**src/rtl/modadd_if.sv**
```systemverilog
// Operand/result handshake and K configuration bundle for the modular adder.
// No latency or backpressure of its own; flow control is in_valid/in_ready and out_valid/out_ready.
interface modadd_if #(
  parameter int N_BITS = 7
);
  logic              cfg_we;
  logic [N_BITS-1:0] cfg_k;
  logic              in_valid;
  logic              in_ready;
  logic [N_BITS-1:0] in_a;
  logic [N_BITS-1:0] in_b;
  logic              out_valid;
  logic              out_ready;
  logic [N_BITS-1:0] out_sum;
  logic              busy;

  modport master (
    output cfg_we, cfg_k, in_valid, in_a, in_b, out_ready,
    input  in_ready, out_valid, out_sum, busy
  );

  modport slave (
    input  cfg_we, cfg_k, in_valid, in_a, in_b, out_ready,
    output in_ready, out_valid, out_sum, busy
  );
endinterface

```
**src/rtl/modadd_seq_ctrl.sv**
```systemverilog
// (A+B) mod (2^N_BITS-K) via iterative Kogge-Stone prefix; latency LEVELS+3 edges, one op in flight.
// in_ready only in IDLE; result holds in DONE until out_ready, stalling indefinitely.
module modadd_seq_ctrl #(
  parameter int N_BITS = 7
) (
  input  logic     clk,
  input  logic     rst,
  modadd_if.slave  io
);
  localparam int LEVELS = $clog2(N_BITS);
  localparam int LVL_W  = (LEVELS > 1) ? $clog2(LEVELS) : 1;
  localparam logic [LVL_W-1:0] LVL_LAST = LVL_W'(LEVELS - 1);

  typedef enum logic [2:0] {IDLE, PRE, PREFIX, POST, DONE} state_t;

  state_t            state_q, state_d;
  logic [N_BITS-1:0] k_reg, op_a, op_b, op_k;
  // *_q: plain A+B chain; *k_q: enveloped A+B+K chain
  logic [N_BITS-1:0] g_q, p_q, h_q, gk_q, pk_q, hk_q;
  logic              ov_q;
  logic [LVL_W-1:0]  lvl_q;
  logic              out_valid_q;
  logic [N_BITS-1:0] out_sum_q;

  // Carry-save compression of A+B+K: a_env is the sum row, b_env the carry row.
  logic [N_BITS-1:0] x_ab, a_env, b_env, b_sh;
  assign x_ab  = op_a ^ op_b;
  assign a_env = x_ab ^ op_k;
  assign b_env = (op_k & (op_a | op_b)) | (~op_k & op_a & op_b);
  assign b_sh  = b_env << 1;

  logic [N_BITS-1:0] low_mask, g_nx, p_nx, gk_nx, pk_nx;
  always_comb begin
    // Bits below the span keep P; G holds automatically since the shifted-in G is zero.
    low_mask = ~({N_BITS{1'b1}} << (1 << lvl_q));
    g_nx     = g_q  | (p_q  & (g_q  << (1 << lvl_q)));
    p_nx     = p_q  & ((p_q  << (1 << lvl_q)) | low_mask);
    gk_nx    = gk_q | (pk_q & (gk_q << (1 << lvl_q)));
    pk_nx    = pk_q & ((pk_q << (1 << lvl_q)) | low_mask);
  end

  logic [N_BITS-1:0] s1, s2;
  logic              c2;
  assign s1 = h_q  ^ (g_q  << 1);
  assign s2 = hk_q ^ (gk_q << 1);
  assign c2 = ov_q | gk_q[N_BITS-1];

  always_comb begin
    state_d = state_q;
    unique case (state_q)
      IDLE:    if (io.in_valid) state_d = PRE;
      PRE:     state_d = PREFIX;
      PREFIX:  if (lvl_q == LVL_LAST) state_d = POST;
      POST:    state_d = DONE;
      DONE:    if (io.out_ready) state_d = IDLE;
      default: state_d = IDLE;
    endcase
  end

  always_ff @(posedge clk or posedge rst) begin
    if (rst) begin
      state_q     <= IDLE;
      k_reg       <= '0;
      op_a        <= '0;
      op_b        <= '0;
      op_k        <= '0;
      g_q         <= '0;
      p_q         <= '0;
      h_q         <= '0;
      gk_q        <= '0;
      pk_q        <= '0;
      hk_q        <= '0;
      ov_q        <= 1'b0;
      lvl_q       <= '0;
      out_valid_q <= 1'b0;
      out_sum_q   <= '0;
    end else begin
      state_q <= state_d;
      case (state_q)
        IDLE: begin
          // op_k samples the old k_reg, so a same-cycle cfg_we only affects later operations
          if (io.cfg_we) k_reg <= io.cfg_k;
          if (io.in_valid) begin
            op_a <= io.in_a;
            op_b <= io.in_b;
            op_k <= k_reg;
          end
        end
        PRE: begin
          g_q   <= op_a & op_b;
          p_q   <= op_a | op_b;
          h_q   <= x_ab;
          gk_q  <= a_env & b_sh;
          pk_q  <= a_env | b_sh;
          hk_q  <= a_env ^ b_sh;
          ov_q  <= b_env[N_BITS-1];
          lvl_q <= '0;
        end
        PREFIX: begin
          g_q   <= g_nx;
          p_q   <= p_nx;
          gk_q  <= gk_nx;
          pk_q  <= pk_nx;
          lvl_q <= lvl_q + 1'b1;
        end
        POST: begin
          out_sum_q   <= c2 ? s2 : s1;
          out_valid_q <= 1'b1;
        end
        DONE: if (io.out_ready) out_valid_q <= 1'b0;
        default: ;
      endcase
    end
  end

  assign io.in_ready  = (state_q == IDLE);
  assign io.busy      = (state_q != IDLE);
  assign io.out_valid = out_valid_q;
  assign io.out_sum   = out_sum_q;
endmodule

```
**src/flat_wrapper.sv**
```systemverilog
// flat-port wrapper written by rule: the top's interface ports become plain ports
module modadd_seq_ctrl_flat 
#(
  parameter int N_BITS = 7
)
  (clk, rst, io_cfg_we, io_cfg_k, io_in_valid, io_in_a, io_in_b, io_out_ready, io_in_ready, io_out_valid, io_out_sum, io_busy);
  modadd_if #(.N_BITS(N_BITS)) io_i ();
  input  logic clk;
  input  logic rst;
  input wire logic [$bits(io_i.cfg_we)-1:0] io_cfg_we;
  input wire logic [$bits(io_i.cfg_k)-1:0] io_cfg_k;
  input wire logic [$bits(io_i.in_valid)-1:0] io_in_valid;
  input wire logic [$bits(io_i.in_a)-1:0] io_in_a;
  input wire logic [$bits(io_i.in_b)-1:0] io_in_b;
  input wire logic [$bits(io_i.out_ready)-1:0] io_out_ready;
  output wire logic [$bits(io_i.in_ready)-1:0] io_in_ready;
  output wire logic [$bits(io_i.out_valid)-1:0] io_out_valid;
  output wire logic [$bits(io_i.out_sum)-1:0] io_out_sum;
  output wire logic [$bits(io_i.busy)-1:0] io_busy;
  assign io_i.cfg_we = io_cfg_we;
  assign io_i.cfg_k = io_cfg_k;
  assign io_i.in_valid = io_in_valid;
  assign io_i.in_a = io_in_a;
  assign io_i.in_b = io_in_b;
  assign io_i.out_ready = io_out_ready;
  assign io_in_ready = io_i.in_ready;
  assign io_out_valid = io_i.out_valid;
  assign io_out_sum = io_i.out_sum;
  assign io_busy = io_i.busy;
  modadd_seq_ctrl #(.N_BITS(N_BITS)) u_core (.clk(clk), .rst(rst), .io(io_i));
endmodule
```
**config.mk**
```make
export PLATFORM = sky130hd
export DESIGN_NAME = modadd_seq_ctrl_flat
export DESIGN_NICKNAME = d
export VERILOG_FILES = /design/src/rtl/modadd_if.sv /design/src/rtl/modadd_seq_ctrl.sv /design/src/flat_wrapper.sv
export SDC_FILE = /design/constraint.sdc
export NUM_CORES = 1
export LEC_CHECK = 0
export ABC_AREA = 1
export CAP_MARGIN = 20
export CORE_ASPECT_RATIO = 0.9
export CORE_MARGIN = 5
export CORE_UTILIZATION = 40
export DETAILED_ROUTE_END_ITERATION = 12
export PLACE_DENSITY = 0.59
export SLEW_MARGIN = 20
export SYNTH_ARGS = -nofsm -noshare
export SYNTH_HDL_FRONTEND = slang
export SYNTH_SLANG_ARGS = --single-unit
```
**constraint.sdc**
```tcl
create_clock -name clk -period 2.2 [get_ports clk]
set_input_delay 0.33 -clock clk [delete_from_list [all_inputs] [get_ports clk]]
set_output_delay 0.33 -clock clk [all_outputs]
set_load 0.1 [all_outputs]
```
==> metrics.md <==
| Metric | Value |
|---|---|
| Worst path cell trace | `inv_1 -> ha_1 -> buf_4 -> o21ai_0 -> nand2_1 -> nand2_1 -> nand2_1 -> nand2_1 -> nand2_1 -> nand2_1 -> nand2_1 -> nand2_1` |
| Rows | `37` |
| Cell taking the most area after synthesis | `dfrtp_1` |
| WP data required | `2.47 ns` |
| Multi-input gate area | `0.00231 mm²` |
| Clk Latency, worst-skew pair | `0.33 ns` |
| Ys flop type | `dfrtp_1` |
| Startpoint Class | `register` |
| Avg Synthesized Cell Area | `8.12 µm²` |
| Post-synth ARST share | `1.00` |
| Area grow syn2layout | `16.2%` |
| Wire length per cell | `15.3 µm` |
| CTS tree | `yes` |
| DP Wirelength | `9.07 mm` |
| Tmin final | `1.94 ns` |
| Area of the die | `0.0142 mm²` |
| Slowest cell on crit path | `dfrtp_2` |
| Worst slew margin | `0.573` |
| Clock H-tree levels | `3` |
| # Max-Cap Violations | `0` |
| TritonCTS Sinks | `82` |
| Residual DRC | `0` |
| Worst slack at placement | `0.181 ns` |
| Detailed-route via count | `3787` |
| RD Place Congestion | `0.906` |
| Post-placement cell area | `0.00530 mm²` |
| CTS Root Cell | `clkbuf_16` |
| First-pass GRT wire length | `20.3 mm` |
| Slowest stage delay, CP | `0.45 ns` |
| Outcome | `finished, final reports clean` |
| Worst Hold Class | `input pin to async pin` |
| Routed WL | `12.1 mm` |
| Final worst-path cycle share | `0.884` |
| CP dominant cell by count | `nand2_1` |
| Fin util | `0.480` |
| Commonest non-fill, non-tap cell in the layout | `nand2_1` |
| Fin nets | `691` |
| Initial Utilization | `0.413` |
| Top-Level Pins | `36` |
| Measured slew at the worst slew-check pin | `0.639 ns` |
| I/O Buffers | `35` |
| Largest net degree at the start of global routing | `83` |
| CP arrival | `2.21 ns` |
| Hold_buf cts | `0` |
| Max Fclk | `514 MHz` |
| Final Instance Area | `0.00555 mm²` |
| Register bit count reported by yosys | `82` |
| Number of synthesized flops with an enable pin | `0` |
| Most frequent cells in the layout | `175 x nand2_1, 81 x dfrtp_1, 65 x inv_1` |
| Fraction of layout cells with a size suffix above 1 | `0.110` |
| Placeable Area | `0.0116 mm²` |
| Cell Area, Synth | `0.00477 mm²` |
| Overall routing resource usage | `0.179` |
| Final worst slack | `0.256 ns` |
| Top cell type's share of synthesized area | `0.430` |
| Synth area leaders | `dfrtp_1 43%, nand2_1 14%, ha_1 8.4%` |
| Crit. End Element | `register` |
| Layout Skew | `0.00475 ns` |
| Synth Instances | `588` |
| Filler cells | `1163` |
| First-pass DRT Iterations | `4` |
| # Post-CTS Setup Buffers | `0` |
| RSZ-0062 raised after global routing | `false` |
| Final Hold Vio Count | `0` |
| Reg clk slew, reported paths | `0.06 ns` |
| Vias in the first global route | `3865` |
| Die height | `114 µm` |
| Storage cell area | `0.00205 mm²` |
| Final TNS setup | `0 ns` |
| Yosys cell types | `36` |
| Critical path class | `register to register` |
| Initial antenna violation count | `0` |
| Antenna viol nets, final | `0` |
| Vias/cell | `4.82` |
| Final Max Slew Viols | `0` |
| Post-synthesis sequential area ratio | `0.430` |
| Finish-stage setup viols | `0` |
| Clk buf depth | `2` |
| Critical path fanouts, max | `14` |
| Syn_nets | `653` |
| Synth Warn # | `0` |
| ANT cells | `0` |
| CTS Buf Count | `9` |
| Die width | `125 µm` |
| Iter 0 DRT Violations | `231` |
| Total gr overflow | `0` |
==> logic make-up after synthesis <==
family	count (synthesis)	share of synthesized area
AND/OR/NAND/NOR	264	0.230
AO/OA/AOI/OAI	89	0.0975
multiplexers	9	0.0212
XOR/XNOR	12	0.0220
flip-flops	82	0.430
buffers and inverters	93	0.0865
adder cells (fa/ha/maj)	39	0.113
==> final timing paths <==
path                                 start         endpoint  slack, ns  cells past startpoint
max in group asynchronous              rst  u_core.lvl_q[1]       1.37                      3
hold / removal                         rst   u_core.op_b[1]       0.47                      3
setup / recovery           u_core.lvl_q[1]    u_core.p_q[4]       0.26                     12
min in group clk             u_core.p_q[4]    u_core.p_q[4]       0.47                      2
setup reg to reg           u_core.lvl_q[1]    u_core.p_q[4]       0.26                     12
hold reg to reg              u_core.p_q[4]    u_core.p_q[4]       0.47                      2
==> cell type report <==
| class | instances | area share |
|---|---|---|
| Multi-Input combinational cell | 413 | 0.416 |
| Sequential cell | 82 | 0.370 |
| Timing Repair Buffer | 49 | 0.0843 |
| Inverter | 71 | 0.0487 |
| Clock buffer | 12 | 0.0426 |
| Tap cell | 156 | 0.0352 |
| Clock inverter | 3 | 0.00316 |
==> synthesized netlist by cell type (5+ instances only) <==
library cell	instances
a21oi_1	49
buf_2	11
buf_6	5
dfrtp_1	82
fa_1	7
ha_1	32
inv_1	66
inv_2	5
mux2_2	8
nand2_1	175
nand3_1	22
nor2_1	42
o21ai_0	28
or2_2	7
xnor2_1	6
xor2_1	6
==> routing by layer <==
metal  track usage  vias to the layer above  share of wire
li1              -                     1921              -
met1         0.266                     1767           0.51
met2         0.268                       82           0.43
met3        0.0272                       17          0.039
met4        0.0592                        0          0.018
met5             0                        -              0
==> metrics by stage <==
stage	instances	hold WS [ns]
floorplan	588	0.441
global placement	771	0.463
detailed placement	771	0.462
CTS	786	0.477
global route	786	0.507
finish	786	0.473
==> worst max-delay path: cells and delay by family, from the launching register on <==
family,cells,cell delay [ns]
buffers and inverters,2,0.32
AOI/OAI and AO/OA,1,0.33
DFF,1,0.45
and+or+nand+nor,8,0.54
adders and majority gates,1,0.23
==> what timing repair did <==
item	in CTS	in global routing
resized for setup	0	2
hold endpoints to repair	0	0
endpoints found under the setup margin	0	3
Power is left out: the tool's default activity adds up to more than one toggle a clock period on the data nets, which glitch-free logic cannot reach.
==> RTL change 1 (config.mk and constraints unchanged) <==
`N_BITS` is set to 7 in 3 places; all go to 8.
--- a/src/rtl/modadd_if.sv
+++ b/src/rtl/modadd_if.sv
@@ -3,3 +3,3 @@
 interface modadd_if #(
-  parameter int N_BITS = 7
+  parameter int N_BITS = 8
 );
--- a/src/rtl/modadd_seq_ctrl.sv
+++ b/src/rtl/modadd_seq_ctrl.sv
@@ -3,3 +3,3 @@
 module modadd_seq_ctrl #(
-  parameter int N_BITS = 7
+  parameter int N_BITS = 8
 ) (
--- a/src/flat_wrapper.sv
+++ b/src/flat_wrapper.sv
@@ -3,3 +3,3 @@
 #(
-  parameter int N_BITS = 7
+  parameter int N_BITS = 8
 )
Ports: changed (resized io_cfg_k, io_in_a, io_in_b and io_out_sum); port bits go from 36 to 40. No check against the original RTL was run, so the function may have changed too.
==> RTL change 1 against the unedited design <==
Synthesized area increased by 15%. Largest cell class unchanged. Design area rose by 16%. Setup slack lost 89 ps. Via count increased by 20%. Sequential cell count increased by 11. Count of clock-buffer cells in the layout stayed put. Worst hold slack got worse by 30 ps. Wire length increased by 28%. Clock skew is 7.5 ps higher. Critical endpoint is now u_core.p_q[2]$_DFFE_PP0N_. Sequential share of layout area fell by 0.74 points.
==> RTL change 1: results (changes against the unedited design) <==
status: "complete, no violations"  # unchanged
timing_worst_slew_pin_value_ps: 529  # was 639 ps
yosys-top-cells-area: "sky130_fd_sc_hd__dfrtp_1 (42%), sky130_fd_sc_hd__nand2_1 (13%), sky130_fd_sc_hd__ha_1 (8.2%)"  # was sky130_fd_sc_hd__dfrtp_1 (43%), sky130_fd_sc_hd__nand2_1 (14%), sky130_fd_sc_hd__ha_1 (8.4%)
grt_start_max_net_pins: 94  # was 83
critPathSlowestCell: "sky130_fd_sc_hd__dfrtp_1"  # was sky130_fd_sc_hd__dfrtp_2
postSynth.asyncResetShare_pct: 100  # unchanged
groute.layer.met2.usage_pct: 32.2  # was 26.8%
finalWeightedCongestion: 0.905  # was 0.906
groute.layer.met3.usage_pct: 3.98  # was 2.72%
crit_path_max_fanout: 10  # was 14
hold_path.class: "in -> async"  # unchanged
dp_slack_ps: 250  # was 181 ps
clk_pin_slew_worst_paths_ps: 70
track_usage_pct: 20.1  # was 17.9%
drt_first_pass_iters: 8  # was 4
synth_area_per_cell_sq_um: 8.03  # was 8.12 sq um
layout.cells.non_filler: 902  # was 786
worstReg2RegEnd: "u_core.p_q[2]$_DFFE_PP0N_"  # was u_core.p_q[4]$_DFFE_PP0N_
postCtsResizedCells: 0  # unchanged
clock_insertion_delay_worst_skew_ps: 350  # was 330 ps
netlist-cell-type-count: 40  # was 36
number_of_global_route_vias_before_repair: 4696  # was 3865
final_layout_size_suffix_gt1_share_pct: 9.26  # was 11.0%
rr_worst_depth: 7  # was 12
fillCellCount: 1385  # was 1163
fin_crit_sh_pct: 92.4  # was 88.4%
routedLengthMet1_microns: 7320  # was 6200 microns
global_route_wire_length_before_repair_microns: 25100  # was 20300 microns
max_stage_delay_on_crit_path_ps: 500  # was 450 ps
wl_microns: 15400  # was 12100 microns
synth_seq_area_share_pct: 42.2  # was 43.0%
max_rail_drop_vdd_uv: 1030
postPlaceCellArea_sq_mm: 0.00613  # was 0.00530 sq mm
fin_nets: 802  # was 691
cell_family_with_the_largest_share_of_critical_path_delay: "compound AO/OA/AOI/OAI gates"  # was simple AND/OR/NAND/NOR gates
drt-initial-drc-count: 266  # was 231
dr_wl_met3_microns: 780  # was 469 microns
detailroute.via_count: 4557  # was 3787
placement.io_buffers: 39  # was 35
place_inst: 886  # was 771
cts_buffer_depth: 2  # unchanged
hold_slack_ps: 444  # was 473 ps
worstSetupEndpoint: "u_core.p_q[2]$_DFFE_PP0N_"  # was u_core.p_q[4]$_DFFE_PP0N_
synth.cells.most_frequent: "sky130_fd_sc_hd__nand2_1 (187), sky130_fd_sc_hd__dfrtp_1 (93), sky130_fd_sc_hd__inv_1 (85)"  # was sky130_fd_sc_hd__nand2_1 (175), sky130_fd_sc_hd__dfrtp_1 (82), sky130_fd_sc_hd__inv_1 (66)
met2_length_microns: 7060  # was 5170 microns
timing.critical_path.arrival_ps: 2290  # was 2210 ps
fin_skew_ps: 12.2  # was 4.75 ps
gr-usage-met1_pct: 27.9  # was 26.6%
syn-num-nets: 759  # was 653
r2r_setup_slack_ps: 170  # was 260 ps
place_hpwl_microns: 11900  # was 9070 microns
==> RTL change 1: kinds of logic (layout without fill, tap and decap cells) <==
logic type      count (synthesis)  count (layout)  share of synthesized area (%)
buf+inv                       117             165                           9.06
fa+ha+maj                      44              44                           11.1
mux                             2               2                          0.477
flops                          93              93                           42.2
compound gates                121             121                           11.7
xor+xnor                       14              14                           2.23
simple gates                  295             295                           23.2
==> RTL change 1: through the flow <==
stage | total power, mW | utilization [%]
floorplan | 7.93 | -
global placement | 9.93 | 45.7
detailed placement | 10.0 | 45.7
CTS | 11.6 | 47.9
global route | 12.6 | 47.9
finish | 11.5 | 47.9
==> RTL change 1: layout make-up <==
cell class / instances / area (sq um) / area share [%]
clock inverters: 4 / 30.0 / 0.468
well taps: 168 / 210 / 3.27
repair buffers: 58 / 568 / 8.85
clock buffers: 12 / 256 / 4.00
flip-flops and latches: 93 / 2330 / 36.3
inverters: 91 / 345 / 5.38
multi-input cells: 476 / 2680 / 41.8
==> RTL change 2 (config.mk and constraints unchanged) <==
Without the edit above. The 5 states of `state_t` get a one-hot encoding in 5 bits.
--- a/src/rtl/modadd_seq_ctrl.sv
+++ b/src/rtl/modadd_seq_ctrl.sv
@@ -13,3 +13,3 @@
 
-  typedef enum logic [2:0] {IDLE, PRE, PREFIX, POST, DONE} state_t;
+  typedef enum logic [4:0] {IDLE = 5'b00001, PRE = 5'b00010, PREFIX = 5'b00100, POST = 5'b01000, DONE = 5'b10000} state_t;
 
Check against the original RTL: same outputs for any inputs over 10 cycles, from zero or initial values and one cycle with rst high; not proved beyond that.
==> RTL change 2 against the unedited design <==
Sequential cell count increased by 2. Die area increased by 5.9%. Wire length increased by 9.7%. Setup slack improved by 18 ps. Design area increased by 6.2%. Global-route usage increased by 1.3 points. Critical path depth decreased by 2. Critical path type unchanged. Synthesized area increased by 6.5%.
==> RTL change 2: results (changes against the unedited design) <==
status: "complete, no violations"  # unchanged
fin_nets: 726  # was 691
fin_skew_ps: 5.41  # was 4.75 ps
grt_antenna_before_repair: 0  # unchanged
max_rail_drop_vdd_uv: 825
global_route_wire_length_before_repair_microns: 22100  # was 20300 microns
drt-initial-drc-count: 271  # was 231
diodes: 0  # unchanged
ys.flop_type: "sky130_fd_sc_hd__dfrtp_1"  # unchanged
critPathSlowestCell: "sky130_fd_sc_hd__dfrtp_1"  # was sky130_fd_sc_hd__dfrtp_2
final_layout_size_suffix_gt1_share_pct: 12.8  # was 11.0%
finalWeightedCongestion: 0.927  # was 0.906
track_usage_pct: 19.2  # was 17.9%
netlist-cell-type-count: 42  # was 36
crit_path_max_fanout: 9  # was 14
detailroute.via_count: 4094  # was 3787
yosys-top-cells-area: "sky130_fd_sc_hd__dfrtp_1 (41%), sky130_fd_sc_hd__nand2_1 (15%), sky130_fd_sc_hd__ha_1 (7.9%)"  # was sky130_fd_sc_hd__dfrtp_1 (43%), sky130_fd_sc_hd__nand2_1 (14%), sky130_fd_sc_hd__ha_1 (8.4%)
place_hpwl_microns: 10200  # was 9070 microns
wl_per_cell_microns: 15.9  # was 15.3 microns
synth.cells.most_frequent: "sky130_fd_sc_hd__nand2_1 (205), sky130_fd_sc_hd__dfrtp_1 (83), sky130_fd_sc_hd__inv_1 (60)"  # was sky130_fd_sc_hd__nand2_1 (175), sky130_fd_sc_hd__dfrtp_1 (82), sky130_fd_sc_hd__inv_1 (66)
relative_slew_margins_pct: 61.1  # was 57.3%
timing.critical_path.arrival_ps: 2140  # was 2210 ps
synth_seq_area_share_pct: 41.4  # was 43.0%
ctsHtreeMaxLevel: 3  # unchanged
fillCellCount: 1279  # was 1163
cts_root_buffer: "sky130_fd_sc_hd__clkbuf_16"  # unchanged
max_stage_delay_on_crit_path_ps: 440
syn-num-nets: 687  # was 653
cell_family_with_the_largest_share_of_critical_path_delay: "simple AND/OR/NAND/NOR gates"  # unchanged
grt_start_max_net_pins: 42  # was 83
RTL change 2: metal layers:
| metal | vias to the layer above | track usage (%) | share of wire [%] |
|---|---|---|---|
| li1 | 2037 | - | - |
| met1 | 1948 | 27.8 | 50 |
| met2 | 98 | 29.5 | 45 |
| met3 | 11 | 4.26 | 4.7 |
| met4 | 0 | 4.34 | 0.88 |
| met5 | - | 0 | 0 |
RTL change 2: worst paths after layout:
check	startpoint	slack, ps	depth (start not counted)	end
max reg2reg	u_core.lvl_q[0]$_DFFE_PP0P_	270	10	u_core.pk_q[4]$_DFFE_PP0P_
min	rst	400	2	u_core.p_q[0]$_DFFE_PP0P_
min reg2reg	u_core.k_reg[6]$_DFFE_PP0P_	470	2	u_core.k_reg[6]$_DFFE_PP0P_
max	u_core.lvl_q[0]$_DFFE_PP0P_	270	10	u_core.pk_q[4]$_DFFE_PP0P_
max in group asynchronous	rst	1290	3	u_core.op_b[2]$_DFFE_PP0P_
min in group clk	u_core.k_reg[6]$_DFFE_PP0P_	470	2	u_core.k_reg[6]$_DFFE_PP0P_
RTL change 2: cell type report:
class,count,area share (%)
Inverter,70,4.59
Clock buffer,12,4.18
Clock inverter,3,0.785
Sequential cell,84,35.7
Multi-Input combinational cell,446,43.0
Tap cell,164,3.48
Timing Repair Buffer,50,8.28
RTL change 2: timing repair:
action / in CTS / in global routing
endpoints found under the setup margin: 0 / 1
hold buffers: 0 / 0
gates resized for setup: 0 / 1
RTL change 2: through the flow:
step | worst slack [ps] | instance area, sq um | cells | total power [mW] | utilization, %
after floorplan | 356 | 5090 | 622 | 6.87 | -
after CTS | 199 | 5890 | 829 | 9.89 | 46.8
final | 275 | 5890 | 829 | 9.81 | 46.8
after global placement | 269 | 5600 | 814 | 8.22 | 44.5
after global routing | 106 | 5890 | 829 | 10.7 | 46.8
after detailed placement | 227 | 5600 | 814 | 8.31 | 44.5
RTL change 2: power groups by stage:
stage | Combinational, mW | Clock, mW | Sequential (mW)
finish | 5.44 | 1.54 | 2.83
global route | 6.17 | 1.62 | 2.93
CTS | 5.49 | 1.57 | 2.83
global placement | 5.38 | 0 | 2.84
floorplan | 3.77 | 0 | 3.10
detailed placement | 5.45 | 0 | 2.86
RTL change 2: cells by family after synthesis:
| family | synth area share (%) |
|---|---|
| AOI/OAI and AO/OA | 8.86 |
| xor gates and xnor gates | 2.07 |
| adders and majority gates | 10.6 |
| DFF | 41.4 |
| buffers and inverters | 8.81 |
| and+or+nand+nor | 28.3 |
